--- src/rtl/sr_pulse_driver.sv ---
`default_nettype none
// ============================================================================
// Module   : sr_pulse_driver
// Brief    : Debounces two raw push-buttons and issues clean, mutually
//            exclusive, fixed-width active-low set/reset pulses to an SR latch.
// Revision : 1.0
// ============================================================================
module sr_pulse_driver #(
  parameter int DEBOUNCE_CYCLES = 4,
  parameter int PULSE_CYCLES    = 2
) (
  input  logic clock,
  input  logic reset_n,
  input  logic btn_set,
  input  logic btn_reset,
  output logic latch_set_n,
  output logic latch_reset_n,
  output logic busy
);

  localparam int c_DB_W = $clog2(DEBOUNCE_CYCLES + 1);
  localparam int c_PW_W = $clog2(PULSE_CYCLES + 1);
  localparam logic [c_DB_W-1:0] c_DB_LAST = c_DB_W'(DEBOUNCE_CYCLES - 1);
  localparam logic [c_PW_W-1:0] c_PW_LAST = c_PW_W'(PULSE_CYCLES - 1);

  typedef enum logic [1:0] {
    S_IDLE        = 2'd0,
    S_PULSE_SET   = 2'd1,
    S_PULSE_RESET = 2'd2,
    S_GAP         = 2'd3
  } state_t;

  // Channel index 0 is the set button, index 1 the reset button.
  logic [1:0] w_btn;
  logic [1:0] w_pend_eff;
  logic [1:0] w_take;

  assign w_btn = {btn_reset, btn_set};

  generate
    for (genvar g = 0; g < 2; g++) begin : g_ch
      logic              r_sync1;
      logic              r_sync2;
      logic              r_deb;
      logic              r_deb_d;
      logic [c_DB_W-1:0] r_cnt;
      logic              r_pend;
      logic              w_req;

      always_ff @(posedge clock or negedge reset_n) begin
        if (!reset_n) begin
          r_sync1 <= 1'b0;
          r_sync2 <= 1'b0;
          r_deb   <= 1'b0;
          r_deb_d <= 1'b0;
          r_cnt   <= '0;
        end else begin
          r_sync1 <= w_btn[g];
          r_sync2 <= r_sync1;
          r_deb_d <= r_deb;
          // Any sample that agrees with the current level restarts the count.
          if (r_sync2 != r_deb) begin
            if (r_cnt == c_DB_LAST) begin
              r_deb <= ~r_deb;
              r_cnt <= '0;
            end else begin
              r_cnt <= r_cnt + 1'b1;
            end
          end else begin
            r_cnt <= '0;
          end
        end
      end

      assign w_req         = r_deb & ~r_deb_d;
      assign w_pend_eff[g] = r_pend | w_req;

      always_ff @(posedge clock or negedge reset_n) begin
        if (!reset_n) begin
          r_pend <= 1'b0;
        end else begin
          r_pend <= w_take[g] ? 1'b0 : w_pend_eff[g];
        end
      end
    end
  endgenerate

  state_t            r_state;
  state_t            w_state_nxt;
  logic [c_PW_W-1:0] r_pcnt;
  logic [c_PW_W-1:0] w_pcnt_nxt;
  logic              r_set_n;
  logic              r_reset_n;
  logic              r_busy;

  always_comb begin
    w_state_nxt = r_state;
    w_pcnt_nxt  = r_pcnt;
    w_take      = 2'b00;
    case (r_state)
      S_IDLE: begin
        if (w_pend_eff[1]) begin
          w_state_nxt = S_PULSE_RESET;
          w_take      = 2'b10;
          w_pcnt_nxt  = '0;
        end else if (w_pend_eff[0]) begin
          w_state_nxt = S_PULSE_SET;
          w_take      = 2'b01;
          w_pcnt_nxt  = '0;
        end
      end
      S_PULSE_SET, S_PULSE_RESET: begin
        if (r_pcnt == c_PW_LAST) begin
          w_state_nxt = S_GAP;
          w_pcnt_nxt  = '0;
        end else begin
          w_pcnt_nxt = r_pcnt + 1'b1;
        end
      end
      S_GAP: begin
        w_state_nxt = S_IDLE;
      end
      default: begin
        w_state_nxt = S_IDLE;
        w_pcnt_nxt  = '0;
      end
    endcase
  end

  // Outputs are decoded from the next state so they switch on the same edge
  // as the state register, keeping both pulses registered and glitch-free.
  always_ff @(posedge clock or negedge reset_n) begin
    if (!reset_n) begin
      r_state   <= S_IDLE;
      r_pcnt    <= '0;
      r_set_n   <= 1'b1;
      r_reset_n <= 1'b1;
      r_busy    <= 1'b0;
    end else begin
      r_state   <= w_state_nxt;
      r_pcnt    <= w_pcnt_nxt;
      r_set_n   <= (w_state_nxt != S_PULSE_SET);
      r_reset_n <= (w_state_nxt != S_PULSE_RESET);
      r_busy    <= (w_state_nxt != S_IDLE);
    end
  end

  assign latch_set_n   = r_set_n;
  assign latch_reset_n = r_reset_n;
  assign busy          = r_busy;

endmodule
`default_nettype wire
--- config.mk ---
export PLATFORM = sky130hd
export DESIGN_NAME = sr_pulse_driver
export DESIGN_NICKNAME = d
export VERILOG_FILES = /design/src/rtl/sr_pulse_driver.sv
export SDC_FILE = /design/constraint.sdc
export NUM_CORES = 1
export LEC_CHECK = 0
export ABC_AREA = 1
export CELL_PAD_IN_SITES_DETAIL_PLACEMENT = 1
export CELL_PAD_IN_SITES_GLOBAL_PLACEMENT = 1
export CORE_MARGIN = 4
export CORE_UTILIZATION = 39
export CTS_CLUSTER_DIAMETER = 60
export DETAILED_ROUTE_END_ITERATION = 6
export MAX_ROUTING_LAYER = met4
export PLACE_DENSITY_LB_ADDON = 0.1
export SLEW_MARGIN = 15
export SYNTH_ARGS = -nofsm -noshare
export SYNTH_HDL_FRONTEND = slang
export SYNTH_SLANG_ARGS = --single-unit
--- constraint.sdc ---
create_clock -name clock -period 1.4 [get_ports clock]
set_clock_uncertainty 0.2 [all_clocks]
set_input_delay 0.21 -clock clock [delete_from_list [all_inputs] [get_ports clock]]
set_output_delay 0.21 -clock clock [all_outputs]
set_load 0.005 [all_outputs]
== Yosys cells after proc, flatten, opt, wreduce, memory -nomap -nowiden ==
Index checks and enable logic that the tools add are counted.
Storage, ports and cells
  register bits: 23
  output and inout port bits: 3
Cells by class
  $add $sub $neg: 3
  eq/ne operators: 11
  mux-type cells: 17
  bitwise gates (word level): 8
  reductions and logical operators: 7
Operators with widths (count)
  2-bit two-way mux: 8
  3-bit two-way mux: 4
  3-bit by 1-bit adder with 3-bit output (second input constant): 2
  3-bit by 2-bit == test with 1-bit output (second input constant): 2
  2-bit case mux with 3 select lines: 1
  2-bit AND reduction: 3
  2-bit by 1-bit == test with 1-bit output (second input constant): 2
  2-bit == test (second input constant): 2
  1-bit inverter: 4
  2-bit case mux with 2 select lines: 1
  2-bit nonzero test: 2
  1-bit two-way mux: 3
  3-bit inequality test (second input constant): 1
  2-bit by 1-bit adder with 2-bit output (second input constant): 1
  1-bit bitwise AND: 2
  2-bit zero test: 1
  1-bit inequality test: 2
  2-bit by 1-bit inequality test with 1-bit output (second input constant): 1
  2-bit inequality test (second input constant): 1
  1-bit OR: 2
  2-bit OR reduction: 1

== Longest topological paths before layout ==
  depth after elaboration: 7
  gate-level depth with buffers: 8

== Least setup slack after synthesis ==
OpenSTA, ideal clock, no wires.
  kind: register to register
  start point: register r_state[0]
  end point: register r_pcnt[1]
  setup time: 65 ps
  data arrival time: 1157 ps
  required time: 1135 ps
  path slack: -22 ps
  cell stages (with the launch flop): 7
  buffers on the path: 0
  period minus slack after synthesis: 1422 ps
  path through: dfrtp_1 -> inv_1 -> ha_1 -> or2_1 -> o21ai_1 -> nand2_1 -> nand2_1
Between the ends
  longest elaborated chain between the ends: 4
  elaborated cells between the ends (all ways): 8
RTL lines
  start: declaration: line 88  | state_t r_state;
  start signal: assignment: line 140  | r_state <= w_state_nxt;
  2-bit by 1-bit == test with 1-bit output or 2-bit == test (tied branches): line 100  | case (r_state)
  2-bit OR reduction: line 100
  2-bit nonzero test (no source line)
  2-bit AND reduction (no source line)
  end signal: assignment: line 141  | r_pcnt <= w_pcnt_nxt;
  end: declaration: line 90  | logic [c_PW_W-1:0] r_pcnt;
Parallel ways exist; a longest one is shown, timed or not.
A chain may end at the register's enable or synchronous reset.

== Worst setup path in the final report ==
  start point: register r_state[1]
  end point: register r_pcnt[1]
Same word-level chain as after synthesis.

==> results.md <==
- Setup tns final: -0.253 ns
- Total chip power: 2.94 mW
- Hold WC Path Type: in -> reg
- Top delay family on crit path: flip-flops
- Distinct cells, synth: 20
- Slowest cell on the critical path: dfrtp_1
- Cell mode on critical path: nand2_1
- Layout cells sized above 1: 0.385
- Syn_area_per_cell: 10.2 um^2
- Yosys top cell by area: dfrtp_1
- Total gr overflow: 0
- Seq pwr share: 0.346
- Global routing usage on met3: 0.0267
- Gpl congestion: 0.700
- Fin area: 1260 um^2
- Reg2reg setup slack: -0.08 ns
- Tot GR Track Use: 0.137
- RSZ-0062 raised after global routing: true
- Total CTS buffers: 3
- Final setup vio count: 5
- Port Buffers: 6
- GR Util met1: 0.153
- Clk root buf: clkbuf_4
- Nets: 126
- Synth Register Bits: 23
- First drt pass iteration count: 4
- Area share of the largest cell type after synthesis: 0.539
- Internal: 1.72 mW
- H-Tree Depth: 1
- Clock latency on the worst-skew pair: 0.32 ns
- Status: finished, violations left
- Final period util: 1.06
- Worst path buffer plus inverter count: 1
- Critical Path Sink Type: flip-flop
- Combinational share of power: 0.544
- Core area: 2300 um^2
- Die Y: 58.0 um
- Post-route core utilization: 0.547
- Critical path arrival: 1.55 ns
- Largest net degree at the start of global routing: 16
- Pwr dens: 2340 nW/um^2
- Maximum clock frequency: 0.674 GHz
- Avg WL per Cell: 13.4 um
- DRT Wirelength: 1.94 mm
- DR iter-0 viols: 3
- Fin. max-slew vios: 0
- Syn-to-layout area delta: 29.0%
- Clock Sink Count: 23
- Main area contributors after synthesis: dfrtp_1 54%, nand2_1 8.1%, dfstp_2 5.4%
- Relative slew slack: 0.812
- Busiest grt layer: met2
- First-pass GRT wire length: 3.29 mm
- CTS tree: done
- Ys Warns: 0
- Vias/cell: 4.72
- Worst-Margin Slew: 0.280 ns
- # diodes: 0
- Met2 Track Usage GR: 0.231
- Post-DP Area: 1130 um^2
- Clk network pwr share: 0.110
- CTS clock-pin slew for the worst setup and hold paths: 0.14 ns
- Leak: 0.607 nW
- Sw Ratio: 0.416
- Failing checks: negative setup slack
- Mapped Cells: 96
- Rows: 17
- Die area: 3360 um^2
- Die span in x: 58.0 um
- Max incr delay on CP: 0.43 ns
- Initial antenna violation count: 0
- Switching Power: 1.22 mW
- DP Worst Slack: -0.149 ns
- Worst setup path class: reg -> reg
- DRC viols: 0
- Worst-path maximum fanout: 3
- Post-route minimum period: 1.48 ns
- Sequential area share after synthesis: 0.593
- Max cap viols: 0
- Post-route setup slack: -0.0830 ns
- Dpl hpwl: 1.41 mm
- Initial Util: 0.424
- Synthesized area: 975 um^2
- Vias in the first global route: 763
- Detail Route Antenna Nets: 0
- Critical path cell sequence: inv_2, ha_4, or2_4, o21ai_2, nand2_1, nand2_1
- Critical Path RT: 1.46 ns
- Startpoint Class: flip-flop
- Longest Clk Path Bufs: 2
- Final Hold Fails: 0
- Net Count, Synth: 104
- Via count: 685
- Boundary Pins: 7
- Worst VDD drop: 0.000963 V
## sequential cells by signal, indices dropped and copies added (netlist names)
signal and cells:
busy 1, g_ch.r_deb 2, r_pcnt 2, g_ch.r_pend 2
r_state 2, latch_set_n 1, g_ch.r_deb_d 2, latch_reset_n 1
g_ch.r_sync1 2, g_ch.r_cnt 6, g_ch.r_sync2 2
## logic make-up after synthesis
kind of cell,share of synthesized area
AOI/OAI and AO/OA,0.0552
buffers and inverters,0.0616
and+or+nand+nor,0.209
xor gates and xnor gates,0.0180
adders and majority gates,0.0513
DFF,0.593
muxes,0.0116
## final cells by class
class                           count  area (um^2)
Clock buffer                        3         22.5
Clock inverter                      1         7.51
Fill cell                         257         1040
Inverter                           16         62.6
Multi-Input combinational cell     57          409
Sequential cell                    23          578
Tap cell                           28         35.0
Timing Repair Buffer               17          143
## cells in the mapped netlist (all sizes together)
library cell,number
ha,4
inv,16
nand2,26
a21oi,5
or2,1
dfstp,2
mux2,1
nor3,4
o21ai,2
nor3b,1
xnor2,2
nor2,6
nand3,5
dfrtp,21
## metrics by stage
step,cells,hold slack [ns]
5_1_grt,145,0.0948
6_report,145,0.113
4_1_cts,144,0.0981
3_5_place_dp,138,0.140
3_3_place_gp,138,0.134
2_1_floorplan,96,-0.286
## what timing repair did
item / CTS / global route
hold endpoints to repair: 6 / 0
pin swaps: 8 / 3
buffers inserted: 1 / 1
endpoints found under the setup margin: 10 / 10
gates resized for setup: 25 / 4
hold buffers: 1 / 0
## path summary, 6_finish.rpt
| kind | from | end | depth (start not counted) |
|---|---|---|---|
| max reg2reg | r_state[1] | r_pcnt[1] | 6 |
| min in group asynchronous | reset_n | g_ch[0].r_deb_d | 3 |
| min reg2reg | g_ch[1].r_sync1 | g_ch[1].r_sync2 | 0 |
| max in group asynchronous | reset_n | latch_set_n | 3 |
| max | r_state[1] | r_pcnt[1] | 6 |
| min | btn_set | g_ch[0].r_sync1 | 1 |
## power by group through the flow
stage	logic, mW	clock network, mW	registers [mW]
detailed placement	1.26	0	1.04
CTS	1.56	0.340	1.02
global route	1.77	0.360	1.05
global placement	1.20	0	1.02
finish	1.60	0.323	1.02
floorplan	0.843	0	1.01
## routing by layer
layer  up-vias  wire length (um)  part of all wire
li1        337                 -                 -
met1       336               864              0.45
met2         8               976              0.50
met3         4                55             0.028
met4         0                40             0.021
met5         -                 0                 0
## cells in the final DEF (no fill, tap or decap)
cell type / netlist / final
or2_4: 0 / 1
nand3_2: 1 / 1
nor3_1: 4 / 3
buf_4: 0 / 8
inv_2: 2 / 4
clkbuf_2: 0 / 1
nand2_2: 5 / 6
a21oi_4: 0 / 1
xnor2_1: 2 / 2
nor3_2: 0 / 1
nor3b_1: 1 / 1
nand2_4: 0 / 1
a21oi_2: 4 / 4
o21ai_4: 0 / 1
ha_4: 0 / 2
inv_1: 14 / 11
clkdlybuf4s15_1: 0 / 1
nand2_1: 21 / 19
dlygate4sd3_1: 0 / 1
dfrtp_1: 21 / 21
clkinvlp_4: 0 / 1
inv_4: 0 / 1
o21ai_2: 1 / 1
nor2_4: 1 / 2
clkdlybuf4s50_1: 0 / 3
nand3_1: 4 / 4
buf_2: 0 / 1
nor2_1: 5 / 4
buf_6: 0 / 2
mux2_2: 1 / 1
clkbuf_4: 0 / 3
dfstp_2: 2 / 2
ha_1: 4 / 2
Note: power is estimated with default switching activity, not from simulation.
